<file path="config.mk">
export PLATFORM = sky130hd
export DESIGN_NAME = irq_ctrl
export DESIGN_NICKNAME = d
export VERILOG_FILES = /design/src/rtl/irq_ctrl.sv
export SDC_FILE = /design/constraint.sdc
export NUM_CORES = 1
export LEC_CHECK = 0
export ABC_CLOCK_PERIOD_IN_PS = 1400
export CORE_ASPECT_RATIO = 1.4
export CORE_MARGIN = 10
export CORE_UTILIZATION = 43
export DETAILED_ROUTE_END_ITERATION = 8
export HOLD_SLACK_MARGIN = 0.15
export PLACE_DENSITY_LB_ADDON = 0.1
export SYNTH_ARGS = -nofsm -noshare
export SYNTH_HDL_FRONTEND = slang
export SYNTH_SLANG_ARGS = --single-unit
</file>
<file path="constraint.sdc">
create_clock -name clk -period 1.4 [get_ports clk]
set_input_delay 0.28 -clock clk [delete_from_list [all_inputs] [get_ports clk]]
set_output_delay 0.28 -clock clk [all_outputs]
set_load 0.05 [all_outputs]
</file>
<file path="src/rtl/irq_ctrl.sv">
// Peripheral-side interrupt controller feeding the coprocessor's interrupt lines.
// Synchronizes raw requests, latches them per source as edge or level, masks, and snapshots on exl rise.
module irq_ctrl #(
    parameter int NSRC        = 6,
    parameter int SYNC_STAGES = 2
) (
    input  logic              clk,
    input  logic              rst,
    input  logic [NSRC-1:0]   irq_in,
    input  logic              we,
    input  logic              re,
    input  logic [1:0]        addr,
    input  logic [31:0]       wd,
    output logic [31:0]       rd,
    input  logic              exl,
    output logic [NSRC-1:0]   interrupt,
    output logic              irq_any
);

    localparam logic [1:0] ADDR_PEND = 2'd0;
    localparam logic [1:0] ADDR_MASK = 2'd1;
    localparam logic [1:0] ADDR_MODE = 2'd2;
    localparam logic [1:0] ADDR_SNAP = 2'd3;

    logic [SYNC_STAGES-1:0][NSRC-1:0] sync_q, sync_d;
    logic [NSRC-1:0] hist_q, hist_d;
    logic [NSRC-1:0] pend_q, pend_d;
    logic [NSRC-1:0] mask_q, mask_d;
    logic [NSRC-1:0] mode_q, mode_d;
    logic [NSRC-1:0] snap_q, snap_d;
    logic [NSRC-1:0] interrupt_q, interrupt_d;
    logic            irq_any_q, irq_any_d;
    logic            exl_q, exl_d;

    logic [NSRC-1:0] sync_out;
    logic [NSRC-1:0] rise;
    logic [NSRC-1:0] w1c;
    logic [NSRC-1:0] masked;
    logic            unused_wd;

    assign sync_out  = sync_q[SYNC_STAGES-1];
    assign rise      = sync_out & ~hist_q;
    assign masked    = pend_q & mask_q;
    assign unused_wd = ^wd[31:NSRC];

    always_comb begin
        sync_d    = sync_q;
        sync_d[0] = irq_in;
        for (int i = 1; i < SYNC_STAGES; i++) begin
            sync_d[i] = sync_q[i-1];
        end
    end

    always_comb begin
        hist_d = sync_out;
        w1c    = (we && addr == ADDR_PEND) ? wd[NSRC-1:0] : '0;
        pend_d = pend_q;
        // Edge bits: a fresh edge beats a simultaneous W1C. Level bits track the synchronizer.
        for (int i = 0; i < NSRC; i++) begin
            if (mode_q[i]) begin
                pend_d[i] = (pend_q[i] & ~w1c[i]) | rise[i];
            end else begin
                pend_d[i] = sync_out[i];
            end
        end
    end

    always_comb begin
        mask_d = mask_q;
        mode_d = mode_q;
        if (we && addr == ADDR_MASK) begin
            mask_d = wd[NSRC-1:0];
        end
        if (we && addr == ADDR_MODE) begin
            mode_d = wd[NSRC-1:0];
        end
    end

    always_comb begin
        exl_d  = exl;
        snap_d = snap_q;
        if (exl && !exl_q) begin
            snap_d = masked;
        end
        interrupt_d = masked;
        irq_any_d   = |masked;
    end

    always_ff @(posedge clk or negedge rst) begin
        if (!rst) begin
            sync_q      <= '0;
            hist_q      <= '0;
            pend_q      <= '0;
            mask_q      <= '0;
            mode_q      <= '0;
            snap_q      <= '0;
            interrupt_q <= '0;
            irq_any_q   <= 1'b0;
            exl_q       <= 1'b0;
        end else begin
            sync_q      <= sync_d;
            hist_q      <= hist_d;
            pend_q      <= pend_d;
            mask_q      <= mask_d;
            mode_q      <= mode_d;
            snap_q      <= snap_d;
            interrupt_q <= interrupt_d;
            irq_any_q   <= irq_any_d;
            exl_q       <= exl_d;
        end
    end

    always_comb begin
        rd = 32'h0;
        if (re) begin
            unique case (addr)
                ADDR_PEND: rd = {{(32-NSRC){1'b0}}, pend_q};
                ADDR_MASK: rd = {{(32-NSRC){1'b0}}, mask_q};
                ADDR_MODE: rd = {{(32-NSRC){1'b0}}, mode_q};
                ADDR_SNAP: rd = {{(32-NSRC){1'b0}}, snap_q};
                default:   rd = 32'h0;
            endcase
        end
    end

    assign interrupt = interrupt_q;
    assign irq_any   = irq_any_q;

endmodule

</file>
==> results of run 1 <==
## per-layer routing
metal	global-route usage [%]	part of all wire, %	up-vias
met2	21.71	57	36
li1	-	-	604
met5	0	0	-
met4	3.734	0.96	0
met1	13.42	38	643
met3	3.490	4.6	4
## cells by family after synthesis
| logic type | count (synthesis) | synth area share, % |
|---|---|---|
| DFF | 50 | 59.00 |
| buffers and inverters | 31 | 10.80 |
| AOI/OAI and AO/OA | 14 | 5.428 |
| other | 1 | 0.1768 |
| and+or+nand+nor | 24 | 9.381 |
| muxes | 30 | 15.22 |
## cell type report
cell class | count | area [µm²]
fill | 392 | 1689
sequential | 50 | 1252
multi-input combinational | 94 | 979.7
timing repair buffer | 61 | 713.2
tap | 64 | 80.08
clock buffer | 5 | 68.82
clock inverter | 3 | 21.27
## sequential cells by signal, indices dropped and copies added, names as in the netlist
signal	count
exl_q	1
hist_d	6
hist_q	6
interrupt	6
irq_any	1
mask_q	6
mode_q	6
pend_q	6
snap_q	6
sync_d	6
## through the flow
| stage | total power, µW | setup slack, ns |
|---|---|---|
| detailed placement | 3084 | -0.4602 |
| global route | 4449 | -0.09594 |
| CTS | 4238 | -0.04856 |
| finish | 4240 | -0.04461 |
| global placement | 3049 | -0.4689 |
| floorplan | 2627 | 0.01376 |
## placed cells by master (no fill, tap or decap), types with 3 or more instances in the layout
cell / synthesis / final
a32o_1: 6 / 6
and2_1: 4 / 3
buf_12: 0 / 15
buf_4: 27 / 25
clkbuf_8: 0 / 5
clkdlybuf4s50_1: 0 / 14
conb_1: 1 / 26
dfrtp_1: 50 / 49
mux2_2: 18 / 18
mux2i_4: 0 / 12
nand2_1: 7 / 6
nand4bb_1: 6 / 6
o22ai_4: 0 / 6
## critical path, cell delays in order, from the launching register on
cell	delay, ns
dfrtp_1	0.41
mux2i_4	0.18
o22ai_4	0.11
buf_12	0.15
## path summary, 6_finish.rpt
path,from,end,slack [ns],cells past startpoint
worst min register to register,sync_d[6],hist_d[0],0.35,0
worst min-delay path,sync_d[6],hist_d[0],0.35,0
worst max-delay path,mask_q[3],rd[3],-0.04,3
min in group asynchronous,rst,sync_d[7],0.48,3
worst max register to register,pend_q[0],irq_any,0.03,3
max in group asynchronous,rst,pend_q[4],0.69,3
## repair_timing
| action | CTS | global route |
|---|---|---|
| pin swaps | 6 | 1 |
| buffers inserted | 18 | 2 |
| gates cloned | 1 | 0 |
| gates resized for setup | 35 | 3 |
| hold buffers | 1 | 0 |
| setup endpoints to repair | 12 | 7 |
| hold endpoints to repair | 50 | 0 |
## power groups by stage
stage               sequential (µW)  combinational, µW  clock (µW)
floorplan                      1920                704           0
global placement               1830               1220           0
detailed placement             1850               1240           0
CTS                            1840               1530         860
global route                   1880               1650         921
finish                         1850               1560         830
==> flow_summary.yaml, run 1 <==
yosys:
  synth_most_common_cell: "dfrtp_1"
  ys_types: 20
  synthFlopType: "dfrtp_1"
  synth.top_cell.area_share_pct: 59.00
  async_flop_share_pct: 100.0
  ys_seq_area_share_pct: 59.00
  yosys-top-cells-area: "dfrtp_1 (59%), buf_4 (9.6%), mux2_2 (9.6%)"
  yosysTopAreaCell: "dfrtp_1"
  synth_cells: 150
  ys_ff_latch: 50
  ys_top_cells_by_count: "dfrtp_1 (50), buf_4 (27), mux2_2 (18)"
  synth_area_mm2: 0.002121
  synth_edf_count: 0
  avgSynthCellArea_um2: 14.14
  yosysWarnings: 0
timing:
  finalSetupTns_ns: -0.2269
  min_period_over_period_pct: 103.2
  holdWs_ns: 0.3534
  rsz0062_at_grt: "true"
  max_freq_ghz: 0.6922
  final.setup.worst_slack_ns: -0.04461
  setup_violations: 6
  clock_skew_ns: 0.002806
  timing.final.crit_period_ns: 1.445
  hold_violations: 0
  drv_slew: 0
worst_setup_path:
  critPathMaxFanout: 2
  cp-start-kind: "register"
  arrival_ns: 1.16
  worstSetupPathType: "reg2out"
  critPathCaptureType: "primary output"
  required_ns: 1.12
placed_design:
  placed_area_mm2: 0.002679
  place_congestion: 0.6847
  dp_cells: 247
  dpl.hpwl_mm: 3.232
  port_buffers: 31
power:
  internal_power_uw: 2806
  p_switching_uw: 1434
  switching_share_pct: 33.81
  seq_power_share_pct: 43.6
  max-vdd-ir-drop_mv: 0.8169
  comb_power_share_pct: 36.8
  leakage_uw: 0.001348
  clockPowerShare_pct: 19.6
  p_per_area_mw_per_mm2: 1361
final_layout:
  final_nets: 257
  final_cells: 277
  drive_gt1_share_pct: 46.01
  diodes: 0
  design_area_mm2: 0.003115
  area_delta_synth_final_pct: 46.90
  final_util_pct: 64.84
grt:
  grt_pass1_vias: 1480
  grt_pass1_wl_mm: 7.714
  grt_max_degree: 51
  antenna_found_initial: 0
  overflow: 0
  grtUsageTotal_pct: 12.10
die:
  ios: 84
  row_count: 30
  core_mm2: 0.004805
  die_area_mm2: 0.008181
  initial_core_util_pct: 44.14
  die_w_um: 79.36
  die_h_um: 103.1
clocking:
  cts_buffers: 5
  cts.clk_slew.worst_paths_ns: 0.09
  ctsLongestPathBuffers: 2
  htreeDepth: 2
  clock_latency_ns: 0.30
  cts_tree: "built"
  root_buffer: "clkbuf_8"
  clock-sinks: 50
drt:
  vias: 1287
  drtPass1Iterations: 4
  routedWlPerCell_um: 16.56
  final_antenna_net_count: 0
  wirelength_mm: 4.588
  drc: 0
  drt-vias-per-instance: 4.646
  drtIter0Drc: 61
run_status:
  violations: "negative setup slack"
  outcome: "finished, violations left"
hold_path:
  min_path_type: "reg2reg"
flow_run:
  drv_cap: 0
(Power assumes the default switching activity.)
==> run 2: changes to the inputs <==
--- a/config.mk
+++ b/config.mk
@@ -8,10 +8,12 @@
 export ABC_CLOCK_PERIOD_IN_PS = 1400
 export CORE_ASPECT_RATIO = 1.4
 export CORE_MARGIN = 10
-export CORE_UTILIZATION = 43
+export CORE_UTILIZATION = 45
 export DETAILED_ROUTE_END_ITERATION = 8
+export DONT_BUFFER_PORTS = 1
 export HOLD_SLACK_MARGIN = 0.15
 export PLACE_DENSITY_LB_ADDON = 0.1
+export SLEW_MARGIN = 20
 export SYNTH_ARGS = -nofsm -noshare
 export SYNTH_HDL_FRONTEND = slang
 export SYNTH_SLANG_ARGS = --single-unit
==> run 2 against run 1 <==
Core utilization is 8.4 points lower. Clock skew rose by 0.0020 ns. Fmax is 1.5% higher. Routed wire length decreased by 7.3%. The flow finishes with violations (negative hold slack, negative setup slack).
==> flow_summary.yaml, run 2 (synthesis results as in run 1) <==
clocking:
  cts_tree: "built"
  cts.clk_slew.worst_paths_ns: 0.08
  clock-sinks: 50
  cts_buffers: 5
  htreeDepth: 2
  cts_hold_buf: 13
  clock_latency_ns: 0.30
  ctsLongestPathBuffers: 2
  root_buffer: "clkbuf_8"
placed_design:
  port_buffers: 0
  place_congestion: 0.6933
  dpl.hpwl_mm: 2.990
die:
  die_w_um: 78.02
  die_h_um: 101.2
  ios: 84
  initial_core_util_pct: 46.76
  core_mm2: 0.004536
  die_area_mm2: 0.007898
  row_count: 29
final_layout:
  n_fill_cell: 400
  drive_gt1_share_pct: 38.04
  mostFrequentLayoutCell: "dfrtp_1"
  area_delta_synth_final_pct: 20.71
  final_cell_mix: "dfrtp_1 (50), conb_1 (26), buf_4 (20)"
  final_nets: 229
  diodes: 0
worst_setup_path:
  critPathCaptureType: "primary output"
  slowest_delay_ns: 0.38
  path_buf_inv: 0
  arrival_ns: 1.14
  cp_cell_sequence: "mux2i_2, o22ai_4"
  cp_slowest_cell: "dfrtp_1"
  critPathMaxFanout: 2
  cp-start-kind: "register"
  crit_family: "flip-flops"
  worstSetupPathType: "reg2out"
  required_ns: 1.12
timing:
  min_period_over_period_pct: 101.7
  drv_slew: 0
  finalSetupTns_ns: -0.06989
  final.setup.worst_slack_ns: -0.02388
  hold_violations: 50
  max_freq_ghz: 0.7023
  timing.final.crit_period_ns: 1.424
  holdWs_ns: -0.3339
  clock_skew_ns: 0.004799
  setup_violations: 4
  rsz0062_at_grt: "true"
drt:
  final_antenna_net_count: 0
  drc: 0
  routedWlPerCell_um: 17.28
  wirelength_mm: 4.252
  drtIter0Drc: 43
  drtPass1Iterations: 4
  vias: 1192
  drt-vias-per-instance: 4.846
flow_run:
  drv_cap: 0
run_status:
  violations: "negative hold slack, negative setup slack"
  outcome: "finished, violations left"
power:
  p_per_area_mw_per_mm2: 1420
  leakage_uw: 0.001136
  max-vdd-ir-drop_mv: 0.8494
grt:
  grt_max_degree: 51
  grt_pass1_wl_mm: 6.879
  grtUsageTotal_pct: 11.01
  grt_pass1_vias: 1310
  antenna_found_initial: 0
  overflow: 0
hold_path:
  min_path_type: "in2async"
-- run 2: final timing paths --
check | depth (start not counted) | startpoint | endpoint | slack (ns)
setup / recovery | 2 | mode_q[0] | rd[0] | -0.02
hold / removal | 0 | rst | interrupt[3] | -0.33
setup reg to reg | 3 | pend_q[4] | irq_any | 0.05
hold reg to reg | 0 | sync_d[9] | hist_d[3] | 0.35
max in group asynchronous | 0 | rst | mask_q[1] | 1.65
min in group clk | 2 | we | pend_q[3] | 0.24
-- run 2: timing repair --
item,in CTS,in global routing
endpoints found under the setup margin,6,6
pin swaps,6,0
endpoints found under the hold margin,69,50
resized for setup,10,2
setup buffers,18,1
-- run 2: final cells by class --
type / instances / area [µm²] / area share (%)
Tap cell: 62 / 77.57 / 3.030
Sequential cell: 50 / 1251 / 48.88
Timing Repair Buffer: 33 / 280.3 / 10.95
Clock inverter: 2 / 10.01 / 0.3910
Multi-Input combinational cell: 94 / 872.1 / 34.07
Clock buffer: 5 / 68.82 / 2.688
-- run 2: power by group --
group	internal (µW)	switching [µW]	total, µW
combinational	441	497	938
sequential	1650	270	1920
clock	336	439	775
-- run 2: stage by stage --
| step | instance area, µm² | setup slack, ns | power, µW | util [%] | instances |
|---|---|---|---|---|---|
| finish | 2560 | -0.02388 | 3634 | 56.44 | 246 |
| global placement | 2163 | 0.1563 | 2623 | 47.70 | 207 |
| CTS | 2545 | -0.04056 | 3649 | 56.11 | 245 |
| global route | 2560 | -0.07321 | 3821 | 56.44 | 246 |
| floorplan | 2307 | 0.01376 | 2627 | - | 175 |
| detailed placement | 2163 | 0.1525 | 2648 | 47.70 | 207 |
-- run 2: per-layer routing --
metal / global-route usage (%) / part of all wire (%) / vias to the layer above
met2: 19.26 / 54 / 33
met1: 11.35 / 37 / 606
li1: - / - / 545
met5: 0 / 0 / -
met3: 4.521 / 6.4 / 8
met4: 4.841 / 2.2 / 0
==> run 3: changes to the inputs <==
--- a/config.mk
+++ b/config.mk
@@ -8,12 +8,11 @@
 export ABC_CLOCK_PERIOD_IN_PS = 1400
 export CORE_ASPECT_RATIO = 1.4
 export CORE_MARGIN = 10
-export CORE_UTILIZATION = 45
+export CORE_UTILIZATION = 61
 export DETAILED_ROUTE_END_ITERATION = 8
 export DONT_BUFFER_PORTS = 1
 export HOLD_SLACK_MARGIN = 0.15
 export PLACE_DENSITY_LB_ADDON = 0.1
-export SLEW_MARGIN = 20
 export SYNTH_ARGS = -nofsm -noshare
 export SYNTH_HDL_FRONTEND = slang
 export SYNTH_SLANG_ARGS = --single-unit
==> run 3 against run 2 <==
The run still ends with negative hold slack, negative setup slack left. Die area decreased by 21%. Final cell count decreased by 10%. Worst setup slack got worse by 0.052 ns. Critical path depth unchanged. Flip-flop and latch count unchanged. Largest cell class unchanged.
==> flow_summary.yaml, run 3 (synthesis results as in run 1) <==
timing:
  rsz0062_at_grt: "true"
  holdWs_ns: -0.3286
  setup_violations: 5
  max_freq_ghz: 0.6775
  hold_violations: 50
  drv_slew: 0
  timing.final.crit_period_ns: 1.476
  min_period_over_period_pct: 105.4
  clock_skew_ns: 0.002656
  final.setup.worst_slack_ns: -0.07605
drt:
  drtPass1Iterations: 4
  drt-vias-per-instance: 5.457
  drtIter0Drc: 49
  vias: 1206
  routedWlPerCell_um: 18.45
  final_antenna_net_count: 0
  drc: 0
  wirelength_mm: 4.077
die:
  die_area_mm2: 0.006269
  die_w_um: 69.84
  ios: 84
  die_h_um: 89.77
  core_mm2: 0.003378
  row_count: 25
  initial_core_util_pct: 62.78
flow_run:
  drv_cap: 0
final_layout:
  area_delta_synth_final_pct: 17.99
  final_cell_mix: "dfrtp_1 (50), conb_1 (26), mux2_2 (18)"
  final_nets: 226
  register_area_mm2: 0.001251
  final_util_pct: 74.07
  mostFrequentLayoutCell: "dfrtp_1"
  drive_gt1_share_pct: 35.91
  multi_input_area_um2: 864.6
  n_fill_cell: 218
  diodes: 0
  final_cells: 221
worst_setup_path:
  worstSetupPathType: "reg2out"
  arrival_ns: 1.20
  critPathCaptureType: "primary output"
  cp_cell_sequence: "mux2i_2, o22ai_4"
  slowest_delay_ns: 0.41
  critPathMaxFanout: 3
  crit_family: "flip-flops"
  cp_slowest_cell: "dfrtp_1"
  cp-start-kind: "register"
  path_buf_inv: 0
  required_ns: 1.12
grt:
  antenna_found_initial: 0
  grt_pass1_wl_mm: 7.058
  grtUsageTotal_pct: 13.82
  grt_max_degree: 51
  overflow: 0
  grt_pass1_vias: 1358
clocking:
  cts_tree: "built"
  cts.clk_slew.worst_paths_ns: 0.08
  cts_buffers: 5
  clock-sinks: 50
  htreeDepth: 2
  cts_hold_buf: 13
  root_buffer: "clkbuf_8"
  ctsLongestPathBuffers: 2
  clock_latency_ns: 0.29
run_status:
  violations: "negative hold slack, negative setup slack"
  outcome: "finished, violations left"
power:
  power.total_uw: 3590
  leakage_uw: 0.001125
  p_per_area_mw_per_mm2: 1435
  max-vdd-ir-drop_mv: 1.091
placed_design:
  dp_cells: 185
  pre_cts_slack_ns: 0.1597
  port_buffers: 0
  place_congestion: 0.7025
  dpl.hpwl_mm: 2.835
hold_path:
  min_path_type: "in2async"
run 3: changes by cell type in the layout (fill, tap and decap cells not counted):
cell	previous run	this run
mux2i_2	12	10
mux2i_1	0	2
buf_4	20	17
run 3: where the power goes:
group          internal, µW  switching [µW]
Combinational           415             485
Sequential             1650             273
Clock                   336             431
run 3: final cells by class:
| class | count | share of cell area [%] |
|---|---|---|
| Sequential cell | 50 | 50.00 |
| Multi-Input combinational cell | 94 | 34.55 |
| Timing Repair Buffer | 30 | 10.30 |
| Clock buffer | 5 | 2.750 |
| Tap cell | 40 | 2.000 |
| Clock inverter | 2 | 0.4000 |
run 3: per-layer routing:
| layer | wire [µm] | vias up | global-route usage [%] |
|---|---|---|---|
| met5 | 0 | - | 0 |
| met4 | 61 | 0 | 5.446 |
| met3 | 329 | 7 | 6.271 |
| met2 | 2137 | 42 | 23.48 |
| met1 | 1547 | 615 | 14.34 |
| li1 | - | 542 | - |
run 3: per-stage QoR:
step                      TNS (ns)  area (µm²)
after floorplan                  0        2307
after global placement           0        2136
after detailed placement         0        2136
after CTS                  -0.1729        2484
after global routing       -0.4166        2502
final                      -0.1211        2502
run 3: timing repair:
| action | 4_1_cts | 5_1_grt |
|---|---|---|
| setup endpoints to repair | 6 | 6 |
| buffers inserted | 14 | 2 |
| gates resized for setup | 9 | 1 |
| pin swaps | 6 | 3 |
| endpoints found under the hold margin | 69 | 50 |
| gates cloned | 0 | 0 |
run 3: worst paths after layout:
path | startpoint | cells after the start | endpoint | slack, ns
max in group asynchronous | rst | 0 | mode_q[1] | 1.65
max reg2reg | pend_q[4] | 3 | irq_any | 0.04
min in group clk | we | 2 | pend_q[3] | 0.24
min | rst | 0 | snap_q[3] | -0.33
min reg2reg | sync_d[10] | 0 | hist_d[4] | 0.35
max | mode_q[0] | 2 | rd[0] | -0.08
run 3: worst reg2reg max path: stages (launching register included):
cell     delay (ns)
dfrtp_1        0.41
buf_4          0.15
a22o_1         0.22
or4_4          0.46
